`config.mk`:
```
export PLATFORM = sky130hd
export DESIGN_NAME = gb_map_gen_flat
export DESIGN_NICKNAME = d
export VERILOG_FILES = /design/src/rtl/gb_pkg.sv /design/src/rtl/gb_map_gen_if.sv /design/src/rtl/gb_delay_line.sv /design/src/rtl/gb_map_gen.sv /design/src/flat_wrapper.sv
export SDC_FILE = /design/constraint.sdc
export NUM_CORES = 1
export LEC_CHECK = 0
export BUFFER_PORTS_ARGS = -buffer_cell sky130_fd_sc_hd__buf_2
export CAP_MARGIN = 20
export CORE_ASPECT_RATIO = 1.4
export CORE_MARGIN = 1
export CORE_UTILIZATION = 55
export CTS_CLUSTER_SIZE = 16
export DETAILED_ROUTE_END_ITERATION = 12
export PLACE_DENSITY = 0.88
export SLEW_MARGIN = 15
export SYNTH_ARGS = -nofsm -noshare
export SYNTH_HDL_FRONTEND = slang
export SYNTH_SLANG_ARGS = --single-unit
```
`constraint.sdc`:
```
create_clock -name clk -period 19.2 [get_ports clk]
set_clock_uncertainty 0.05 [all_clocks]
set_input_delay 1.92 -clock clk [delete_from_list [all_inputs] [get_ports clk]]
set_output_delay 1.92 -clock clk [all_outputs]
set_load 0.02 [all_outputs]
```
`src/rtl/gb_pkg.sv`:
```
// Shared encodings for the gray-balance map generator: FSM states and mode values.
package gb_pkg;

    typedef enum logic [3:0] {
        ST_IDLE  = 4'b0001,
        ST_RUN   = 4'b0010,
        ST_DRAIN = 4'b0100,
        ST_DONE  = 4'b1000
    } gb_state_e;

    localparam logic MODE_OCC = 1'b0;
    localparam logic MODE_CDF = 1'b1;

endpackage

```
`src/rtl/gb_map_gen_if.sv`:
```
// Bundle of upstream control, histogram RAM, divider and map RAM signals of gb_map_gen.
interface gb_map_gen_if #(
    parameter int DIN_WIDTH  = 14,
    parameter int DOUT_WIDTH = 10,
    parameter int CNT_WIDTH  = 22
);
    logic                            aft_valid;
    logic                            aft_endofpacket;
    logic                            mode;
    logic [CNT_WIDTH-1:0]            hist_total;
    logic [CNT_WIDTH-1:0]            clip_limit;
    logic [DIN_WIDTH-1:0]            gray_ram_read_addr;
    logic [CNT_WIDTH-1:0]            gray_ram_read_q;
    logic [DIN_WIDTH-1:0]            gray_ram_write_addr;
    logic                            gray_ram_write;
    logic [CNT_WIDTH+DOUT_WIDTH-1:0] div_numer;
    logic [CNT_WIDTH-1:0]            div_denom;
    logic [DOUT_WIDTH-1:0]           div_quotient;
    logic [DIN_WIDTH-1:0]            map_ram_write_addr;
    logic [DOUT_WIDTH-1:0]           map_ram_write_data;
    logic                            map_ram_write;
    logic                            busy;
    logic                            done;

    modport master (
        input  aft_valid, aft_endofpacket, mode, hist_total, clip_limit,
               gray_ram_read_q, div_quotient,
        output gray_ram_read_addr, gray_ram_write_addr, gray_ram_write,
               div_numer, div_denom, map_ram_write_addr, map_ram_write_data,
               map_ram_write, busy, done
    );

    modport slave (
        output aft_valid, aft_endofpacket, mode, hist_total, clip_limit,
               gray_ram_read_q, div_quotient,
        input  gray_ram_read_addr, gray_ram_write_addr, gray_ram_write,
               div_numer, div_denom, map_ram_write_addr, map_ram_write_data,
               map_ram_write, busy, done
    );

endinterface

```
`src/rtl/gb_delay_line.sv`:
```
// Fixed-depth shift register used to align addresses and valids with RAM/divider latency.
module gb_delay_line #(
    parameter int WIDTH = 1,
    parameter int DEPTH = 1
) (
    input  logic             clk,
    input  logic             rst_n,
    input  logic [WIDTH-1:0] din,
    output logic [WIDTH-1:0] dout
);

    logic [WIDTH-1:0] stage_q [DEPTH];
    logic [WIDTH-1:0] stage_d [DEPTH];

    always_comb begin
        stage_d[0] = din;
        for (int i = 1; i < DEPTH; i++) begin
            stage_d[i] = stage_q[i-1];
        end
    end

    always_ff @(posedge clk) begin
        if (!rst_n) begin
            for (int i = 0; i < DEPTH; i++) begin
                stage_q[i] <= '0;
            end
        end else begin
            for (int i = 0; i < DEPTH; i++) begin
                stage_q[i] <= stage_d[i];
            end
        end
    end

    assign dout = stage_q[DEPTH-1];

endmodule

```
`src/rtl/gb_map_gen.sv`:
```
// Gray-balance map generator: on end-of-frame walks the histogram, builds a rounded CDF map.
// Define GB_MAP_CLIP_EN to clamp each CDF-mode bin contribution to clip_limit.
module gb_map_gen
    import gb_pkg::*;
#(
    parameter int DIN_WIDTH   = 14,
    parameter int DOUT_WIDTH  = 10,
    parameter int CNT_WIDTH   = 22,
    parameter int RD_LATENCY  = 2,
    parameter int DIV_LATENCY = 4
) (
    input  logic         clk,
    input  logic         rst_n,
    gb_map_gen_if.master bus
);

    localparam int NUMER_W    = CNT_WIDTH + DOUT_WIDTH;
    localparam int WR_DEPTH   = RD_LATENCY + 1 + DIV_LATENCY;
    localparam int DRAIN_LAST = RD_LATENCY + DIV_LATENCY;
    localparam int DRAIN_W    = $clog2(DRAIN_LAST + 1) + 1;
    localparam int MAP_MAX    = (1 << DOUT_WIDTH) - 1;

    function automatic logic [CNT_WIDTH-1:0] bin_inc(input logic                 m,
                                                     input logic [CNT_WIDTH-1:0] q,
                                                     input logic [CNT_WIDTH-1:0] limit);
        if (m == MODE_OCC) begin
            return (q != '0) ? CNT_WIDTH'(1) : '0;
        end
        return (q > limit) ? limit : q;
    endfunction

    function automatic logic [CNT_WIDTH-1:0] sat_add(input logic [CNT_WIDTH-1:0] a,
                                                     input logic [CNT_WIDTH-1:0] b);
        logic [CNT_WIDTH:0] sum;
        sum = {1'b0, a} + {1'b0, b};
        return sum[CNT_WIDTH] ? '1 : sum[CNT_WIDTH-1:0];
    endfunction

    // acc*(2^DOUT-1) + total/2 cannot overflow NUMER_W bits for any CNT_WIDTH-bit operands.
    function automatic logic [NUMER_W-1:0] scale_round(input logic [CNT_WIDTH-1:0] acc,
                                                       input logic [CNT_WIDTH-1:0] total);
        return NUMER_W'(acc) * NUMER_W'(MAP_MAX) + NUMER_W'(total >> 1);
    endfunction

    gb_state_e              state_q, state_d;
    logic [DIN_WIDTH-1:0]   rd_addr_q, rd_addr_d;
    logic [DRAIN_W-1:0]     drain_cnt_q, drain_cnt_d;
    logic                   busy_q, busy_d;
    logic                   done_q, done_d;
    logic                   mode_q, mode_d;
    logic [CNT_WIDTH-1:0]   total_q, total_d;
    logic [CNT_WIDTH-1:0]   acc_q, acc_d;
    logic [NUMER_W-1:0]     div_numer_q, div_numer_d;
    logic [CNT_WIDTH-1:0]   clip_val;

    logic                   vld_p0;
    logic                   vld_p1;
    logic                   vld_p3;
    logic [DIN_WIDTH-1:0]   addr_p3;

`ifdef GB_MAP_CLIP_EN
    assign clip_val = bus.clip_limit;
`else
    logic unused_clip;
    assign unused_clip = ^bus.clip_limit;
    assign clip_val    = '1;
`endif

    // Stage p0: read issue; p1: histogram data returns; p2: accumulate; p3: map/clear write.
    assign vld_p0 = (state_q == ST_RUN);

    gb_delay_line #(.WIDTH(1), .DEPTH(RD_LATENCY)) u_rd_align (
        .clk   (clk),
        .rst_n (rst_n),
        .din   (vld_p0),
        .dout  (vld_p1)
    );

    gb_delay_line #(.WIDTH(DIN_WIDTH + 1), .DEPTH(WR_DEPTH)) u_wr_align (
        .clk   (clk),
        .rst_n (rst_n),
        .din   ({vld_p0, rd_addr_q}),
        .dout  ({vld_p3, addr_p3})
    );

    always_comb begin
        state_d     = state_q;
        rd_addr_d   = rd_addr_q;
        drain_cnt_d = drain_cnt_q;
        mode_d      = mode_q;
        total_d     = total_q;
        acc_d       = acc_q;
        div_numer_d = div_numer_q;

        unique case (state_q)
            ST_IDLE: begin
                if (bus.aft_valid && bus.aft_endofpacket) begin
                    state_d   = ST_RUN;
                    rd_addr_d = '0;
                    mode_d    = bus.mode;
                    total_d   = bus.hist_total;
                    acc_d     = '0;
                end
            end
            ST_RUN: begin
                // Hold at all-ones after the last issue so there is never a second pass.
                if (rd_addr_q == '1) begin
                    state_d     = ST_DRAIN;
                    drain_cnt_d = '0;
                end else begin
                    rd_addr_d = rd_addr_q + 1'b1;
                end
            end
            ST_DRAIN: begin
                if (drain_cnt_q == DRAIN_W'(DRAIN_LAST)) begin
                    state_d = ST_DONE;
                end else begin
                    drain_cnt_d = drain_cnt_q + 1'b1;
                end
            end
            ST_DONE: state_d = ST_IDLE;
            default: state_d = ST_IDLE;
        endcase

        if (vld_p1) begin
            acc_d       = sat_add(acc_q, bin_inc(mode_q, bus.gray_ram_read_q, clip_val));
            div_numer_d = scale_round(acc_d, total_q);
        end

        busy_d = (state_d != ST_IDLE);
        done_d = (state_d == ST_DONE);
    end

    always_ff @(posedge clk) begin
        if (!rst_n) begin
            state_q     <= ST_IDLE;
            rd_addr_q   <= '0;
            drain_cnt_q <= '0;
            busy_q      <= 1'b0;
            done_q      <= 1'b0;
            div_numer_q <= '0;
        end else begin
            state_q     <= state_d;
            rd_addr_q   <= rd_addr_d;
            drain_cnt_q <= drain_cnt_d;
            busy_q      <= busy_d;
            done_q      <= done_d;
            div_numer_q <= div_numer_d;
        end
    end

    always_ff @(posedge clk) begin
        mode_q  <= mode_d;
        total_q <= total_d;
        acc_q   <= acc_d;
    end

    // Quotient is already DOUT_WIDTH wide, so it never exceeds the map maximum.
    assign bus.map_ram_write_data  = (total_q == '0) ? '0 : bus.div_quotient;
    assign bus.map_ram_write_addr  = addr_p3;
    assign bus.map_ram_write       = vld_p3;
    assign bus.gray_ram_write_addr = addr_p3;
    assign bus.gray_ram_write      = vld_p3;
    assign bus.gray_ram_read_addr  = rd_addr_q;
    assign bus.div_numer           = div_numer_q;
    assign bus.div_denom           = total_q;
    assign bus.busy                = busy_q;
    assign bus.done                = done_q;

endmodule

```
`src/flat_wrapper.sv`:
```
// flat-port wrapper written by rule: the top's interface ports become plain ports
module gb_map_gen_flat import gb_pkg::*;
#(
    parameter int DIN_WIDTH   = 14,
    parameter int DOUT_WIDTH  = 10,
    parameter int CNT_WIDTH   = 22,
    parameter int RD_LATENCY  = 2,
    parameter int DIV_LATENCY = 4
)
  (clk, rst_n, bus_aft_valid, bus_aft_endofpacket, bus_mode, bus_hist_total, bus_clip_limit, bus_gray_ram_read_q, bus_div_quotient, bus_gray_ram_read_addr, bus_gray_ram_write_addr, bus_gray_ram_write, bus_div_numer, bus_div_denom, bus_map_ram_write_addr, bus_map_ram_write_data, bus_map_ram_write, bus_busy, bus_done);
  gb_map_gen_if #(.DIN_WIDTH(DIN_WIDTH), .DOUT_WIDTH(DOUT_WIDTH), .CNT_WIDTH(CNT_WIDTH)) bus_i ();
  input  logic clk;
  input  logic rst_n;
  input wire logic [$bits(bus_i.aft_valid)-1:0] bus_aft_valid;
  input wire logic [$bits(bus_i.aft_endofpacket)-1:0] bus_aft_endofpacket;
  input wire logic [$bits(bus_i.mode)-1:0] bus_mode;
  input wire logic [$bits(bus_i.hist_total)-1:0] bus_hist_total;
  input wire logic [$bits(bus_i.clip_limit)-1:0] bus_clip_limit;
  input wire logic [$bits(bus_i.gray_ram_read_q)-1:0] bus_gray_ram_read_q;
  input wire logic [$bits(bus_i.div_quotient)-1:0] bus_div_quotient;
  output wire logic [$bits(bus_i.gray_ram_read_addr)-1:0] bus_gray_ram_read_addr;
  output wire logic [$bits(bus_i.gray_ram_write_addr)-1:0] bus_gray_ram_write_addr;
  output wire logic [$bits(bus_i.gray_ram_write)-1:0] bus_gray_ram_write;
  output wire logic [$bits(bus_i.div_numer)-1:0] bus_div_numer;
  output wire logic [$bits(bus_i.div_denom)-1:0] bus_div_denom;
  output wire logic [$bits(bus_i.map_ram_write_addr)-1:0] bus_map_ram_write_addr;
  output wire logic [$bits(bus_i.map_ram_write_data)-1:0] bus_map_ram_write_data;
  output wire logic [$bits(bus_i.map_ram_write)-1:0] bus_map_ram_write;
  output wire logic [$bits(bus_i.busy)-1:0] bus_busy;
  output wire logic [$bits(bus_i.done)-1:0] bus_done;
  assign bus_i.aft_valid = bus_aft_valid;
  assign bus_i.aft_endofpacket = bus_aft_endofpacket;
  assign bus_i.mode = bus_mode;
  assign bus_i.hist_total = bus_hist_total;
  assign bus_i.clip_limit = bus_clip_limit;
  assign bus_i.gray_ram_read_q = bus_gray_ram_read_q;
  assign bus_i.div_quotient = bus_div_quotient;
  assign bus_gray_ram_read_addr = bus_i.gray_ram_read_addr;
  assign bus_gray_ram_write_addr = bus_i.gray_ram_write_addr;
  assign bus_gray_ram_write = bus_i.gray_ram_write;
  assign bus_div_numer = bus_i.div_numer;
  assign bus_div_denom = bus_i.div_denom;
  assign bus_map_ram_write_addr = bus_i.map_ram_write_addr;
  assign bus_map_ram_write_data = bus_i.map_ram_write_data;
  assign bus_map_ram_write = bus_i.map_ram_write;
  assign bus_busy = bus_i.busy;
  assign bus_done = bus_i.done;
  gb_map_gen #(.DIN_WIDTH(DIN_WIDTH), .DOUT_WIDTH(DOUT_WIDTH), .CNT_WIDTH(CNT_WIDTH), .RD_LATENCY(RD_LATENCY), .DIV_LATENCY(DIV_LATENCY)) u_core (.clk(clk), .rst_n(rst_n), .bus(bus_i));
endmodule
```
# ---- Yosys cells after proc, flatten, opt, wreduce, memory -nomap -nowiden
# Memories as Yosys holds them, arrays and structs flattened.
# Index checks and enable logic that the tools add are counted.
dict set report classes {
  add_sub_neg 4
  multipliers 1
  order_cmp 1
  eq_ne 11
  mux 33
  n_bitwise 9
  reduce_logical 11
}
# operator count
set op_table {}
lappend op_table {{22-bit 2-to-1 mux} 8}
lappend op_table {{15-bit 2-to-1 mux} 7}
lappend op_table {{32-bit by 21-bit adder with 32-bit output} 1}
lappend op_table {{22-bit by 10-bit multiplier with 32-bit output, second input constant} 1}
lappend op_table {{14-bit 2-to-1 mux} 2}
lappend op_table {{14-bit case mux with 2 select lines} 1}
lappend op_table {{22-bit by 22-bit adder with 23-bit output} 1}
lappend op_table {{22-bit > comparator, second input constant} 1}
lappend op_table {{22-bit logical NOT} 1}
lappend op_table {{22-bit nonzero test} 1}
lappend op_table {{4-bit 2-to-1 mux} 5}
lappend op_table {{14-bit by 1-bit adder with 14-bit output, second input constant} 1}
lappend op_table {{14-bit equality test, second input constant} 1}
lappend op_table {{4-bit case mux with 3 select lines} 1}
lappend op_table {{10-bit 2-to-1 mux} 1}
lappend op_table {{1-bit bitwise OR} 9}
lappend op_table {{4-bit by 3-bit equality test with 1-bit output, second input constant} 2}
lappend op_table {{4-bit case mux with 2 select lines} 1}
lappend op_table {{2-bit nonzero test} 4}
lappend op_table {{1-bit 2-to-1 mux} 7}
lappend op_table {{3-bit AND reduction} 2}
lappend op_table {{4-bit by 1-bit adder with 4-bit output, second input constant} 1}
lappend op_table {{4-bit by 1-bit equality test with 1-bit output, second input constant} 1}
lappend op_table {{4-bit by 2-bit equality test with 1-bit output, second input constant} 1}
lappend op_table {{6 further kinds} 9}
dict set report totals {
  reg_bits 101
  ramBits 107
  inputBits 81
  out_inout_bits 110
  word_cells 81
  n_memories 2
}
# name words word_bits read_ports rd_ports_with_merged_regs write_ports line
set memory_table {}
lappend memory_table {u_core.u_wr_align.stage_q 7 15 7 0 7 gb_delay_line.sv:12} ;# logic [WIDTH-1:0] stage_q [DEPTH];
lappend memory_table {u_core.u_rd_align.stage_q 2 1 2 0 2 gb_delay_line.sv:12}

# ---- Longest topological paths before layout
dict set report logic_depth {
  ltp_word 9
  depth_mapped 34
  ltp_nobuf 32
}

# ---- Modules after synthesis
# From an unflattened synthesis, not the netlist that was laid out.
dict set report unflattened {
  hier_cells 1363
  area_unflattened_um2 13835.8
}
# module instances cells_each area_each_um2
set modules_own_cells {}
lappend modules_own_cells {gb_map_gen 1 1138 10931.7}
lappend modules_own_cells {{gb_delay_line (u_core.u_wr_align)} 1 221 2851.5}
lappend modules_own_cells {{gb_delay_line (u_core.u_rd_align)} 1 4 52.6}

# ---- Least setup slack after synthesis
# No wires, ideal clock.
dict set report synth_path {
  path_type {input to register}
  start {input bus_gray_ram_read_q[18]}
  end {register u_core.div_numer_q[27], in the netlist u_core.bus.div_numer[27]}
  setup_ps 74
  t_arrival_ps 10036
  t_required_ps 19076
  slack_ps 9039
  path_stages 33
  cell_sequence {or4_1 nor4_1 o21bai_1 ha_1 fa_1 a211oi_2 o211ai_2 and4_4 a311o_1 a41o_1 clkbuf_1 buf_2 nor2_1 inv_1 fa_1 inv_1 fa_1 inv_1 fa_1 fa_1 inv_1 fa_1 inv_1 ha_1 clkbuf_1 and3_1 nor3b_1 o21ai_0 and3b_1 a211oi_1 a41oi_1 xor2_1 o21ai_0}
}
dict set report synth_between {
  elab_chain_cells 9
}
# element line
set synth_lines {}
lappend synth_lines {{from (decl)} flat_wrapper.sv:19} ;# input wire logic [$bits(bus_i.gray_ram_read_q)-1:0] bus_gray_ram_read_q;
lappend synth_lines {{branches (longest 3 deep; another with 22-bit > comparator)} n/a}
lappend synth_lines {{22-bit 2-to-1 mux *} gb_map_gen.sv:29} ;# return (q > limit) ? limit : q;
lappend synth_lines {{22-bit 2-to-1 mux *} gb_map_gen.sv:125} ;# if (vld_p1) begin
lappend synth_lines {{22-bit by 22-bit adder with 23-bit output *} gb_map_gen.sv:35} ;# sum = {1'b0, a} + {1'b0, b};
lappend synth_lines {{22-bit 2-to-1 mux *} gb_map_gen.sv:36} ;# return sum[CNT_WIDTH] ? '1 : sum[CNT_WIDTH-1:0];
lappend synth_lines {{22-bit by 10-bit multiplier with 32-bit output *} gb_map_gen.sv:42} ;# return NUMER_W'(acc) * NUMER_W'(MAP_MAX) + NUMER_W'(total >> 1);
lappend synth_lines {{32-bit by 21-bit adder with 32-bit output *} gb_map_gen.sv:42}
lappend synth_lines {{to (signal assigned)} gb_map_gen.sv:148} ;# div_numer_q <= div_numer_d;
lappend synth_lines {{to (decl)} gb_map_gen.sv:53} ;# logic [NUMER_W-1:0] div_numer_q, div_numer_d;
# Every way passes the cells marked *. The select of a mux whose other input is x is not followed.
# A chain may end at the register's enable or synchronous reset.

# ---- Worst setup path after layout
dict set report layout_path {
  start {input bus_gray_ram_read_q[17]}
  end {register u_core.div_numer_q[23], in the netlist u_core.bus.div_numer[23]}
}
# Same word-level chain as after synthesis.

==> reports/summary.txt <==
CTS root buf = clkbuf_16
Final setup violating endpoints = 0
Fin. max-slew vios = 0
Synthesized area per cell = 9.90 µm²
Share of cells above drive strength 1 = 0.138
Post-DP HPWL = 24800 µm
Gr ovfl total = 0
Share of the synthesized area in the top cell type = 0.234
First-pass GRT wire length = 50600 µm
RSZ-0062 raised after global routing = false
Sequential-to-total area share from yosys stat = 0.332
Routed wl met2 = 16000 µm
Final setup TNS = 0 ps
Relative slew slack = 0.278
Min-delay worst type = register to register
Post_cts resized = 0
Status = finished, final reports clean
Worst-path fanout max = 22
Tcrit/Tclk final = 0.587
Largest area contributor in the netlist = dfxtp_1
DRC Markers = 0
Post-DR wirelength/cell = 16.9 µm
Yosys cell types = 61
Top area cells in the synthesized netlist = dfxtp_1 23%, fa_1 20%, edfxtp_1 9.8%
Worst path slowest cell = fa_1
Hold_buf cts = 0
Initial antenna violation count = 1
Slowest Stage Delay on Critical Path = 640 ps
Met3 routed WL = 1690 µm
Die Height = 189 µm
Most common cell after layout, fill and taps aside = inv_1
CTS Sinks = 206
Startpoint types = primary input
Post-synth ARST share = 0
Most frequent cells in the layout = 214 x inv_1, 168 x buf_2, 161 x dfxtp_1, 140 x fa_1, 138 x and2_1
Core Util, Final = 0.620
Synthesized area = 13800 µm²
Chip width = 136 µm
Final Wtd Congestion = 0.924
M1 wire length = 12200 µm
Final period demand of the worst path = 11280 ps
Initial cell density of the core = 0.559
Clk Latency, worst-skew pair = 500 ps
Maxcap violations = 0
Max layer used = met4
FP Rows = 68
Vias in the first global route = 10200
Largest net degree at the start of global routing = 134
EDFF count, synth = 45
Synth Net Count = 1710
Critical Path AT = 11600 ps
Flops & latches, synth = 206
Post-CTS Setup Inserts = 0
Area growth syn-to-layout = 10.9%
Die Area = 25700 µm²
IO buf count = 168
Max Clock Freq = 0.0887 GHz
Critical path capture point type = register
Ys flop type = dfxtp_1
Critical path class = primary input to register
CTS Buffer Depth = 3
CTS buffer count = 19
Final Instance Area = 15300 µm²
Placeable Area = 24700 µm²
Dpl cell area = 14700 µm²
CTS tree = done
Synthesis warning total = 0
Post-synthesis cell count = 1394
Final Hold Fails = 0
Antenna Violating Nets Remaining = 0
1st-iter DRT viols = 507
Required time worst endpoint = 19520 ps
Most frequent CP cell = fa_1
H-tree depth = 1
Total Routing Usage GR = 0.252
# IOs = 191
Tightest Pin Transition = 1080 ps
DRT Pass-1 Iters = 5
CTS clk-pin slew, worst paths = 70 ps
Via density = 5.28
Nets = 1833
Final WL = 31100 µm
Via total after detailed routing = 9746
critical path, delay by kind of cell:
family                     cells  cell delay (ps)
buffers and inverters          6              530
and+or+nand+nor                7             2120
adders and majority gates      8             3910
xor gates and xnor gates       1              280
AOI/OAI and AO/OA             10             2820
metrics by stage:
stage / worst slack, ps / cells / hold slack (ps)
4_1_cts: 7900 / 1845 / 374
3_3_place_gp: 7550 / 1811 / 363
2_1_floorplan: 9040 / 1394 / 362
5_1_grt: 7390 / 1846 / 388
6_report: 7920 / 1846 / 369
3_5_place_dp: 7440 / 1811 / 367
routing by layer:
layer / track usage / vias up
met5: 0 / -
li1: - / 4711
met3: 0.0364 / 68
met1: 0.303 / 4673
met4: 0.103 / 0
met2: 0.446 / 294
cell families after synthesis:
| group | synth area share |
|---|---|
| DFF | 0.332 |
| buffers and inverters | 0.0850 |
| xor gates and xnor gates | 0.0368 |
| and+or+nand+nor | 0.163 |
| AOI/OAI and AO/OA | 0.0851 |
| adders and majority gates | 0.289 |
| muxes | 0.00952 |
Yosys cell counts, types with 4 or more instances:
cell / instances
inv_1: 214
dfxtp_1: 161
fa_1: 140
and2_1: 138
ha_1: 95
nor2_1: 75
nand2_1: 67
o21ai_0: 50
a21oi_1: 47
edfxtp_1: 45
clkbuf_1: 39
nor2b_1: 35
xnor2_1: 30
buf_4: 29
xor2_1: 28
a21o_1: 21
nand3_1: 21
nand4_1: 13
mux2i_1: 12
and3_1: 11
nand2b_1: 11
nor3_1: 11
nor4_1: 11
o21a_1: 10
o21bai_1: 8
a211oi_1: 6
a31oi_1: 6
o211ai_1: 5
and4_1: 4
nor3b_1: 4
state kept, by name (all words and copies together), names as in the netlist, 4 cells and up:
register                       flops
u_core.state_q                     4
u_core.acc_q                      22
u_core.bus.gray_ram_read_addr     14
u_core.u_wr_align.stage_q        105
u_core.bus.div_denom              22
u_core.drain_cnt_q                 4
u_core.bus.div_numer              32
final timing paths:
path / start / depth (start not counted) / slack, ps / end
setup / recovery: bus_gray_ram_read_q[17] / 32 / 7920 / u_core.bus.div_numer[23]
hold / removal: u_core.u_wr_align.stage_q[0][14] / 1 / 370 / u_core.u_wr_align.stage_q[0][29]
setup reg to reg: u_core.mode_q / 28 / 9870 / u_core.bus.div_numer[23]
hold reg to reg: u_core.u_wr_align.stage_q[0][14] / 1 / 370 / u_core.u_wr_align.stage_q[0][29]
final cells by class:
type | instances | area (µm²)
Antenna cell | 1 | 2.50
Clock buffer | 29 | 566
Clock inverter | 5 | 30.0
Fill cell | 1980 | 9380
Inverter | 214 | 803
Multi-Input combinational cell | 905 | 8060
Sequential cell | 206 | 4570
Tap cell | 315 | 394
Timing Repair Buffer | 171 | 863
Power is not shown: default switching activity piles up to over one toggle a cycle in this logic, so the estimate is an artifact.
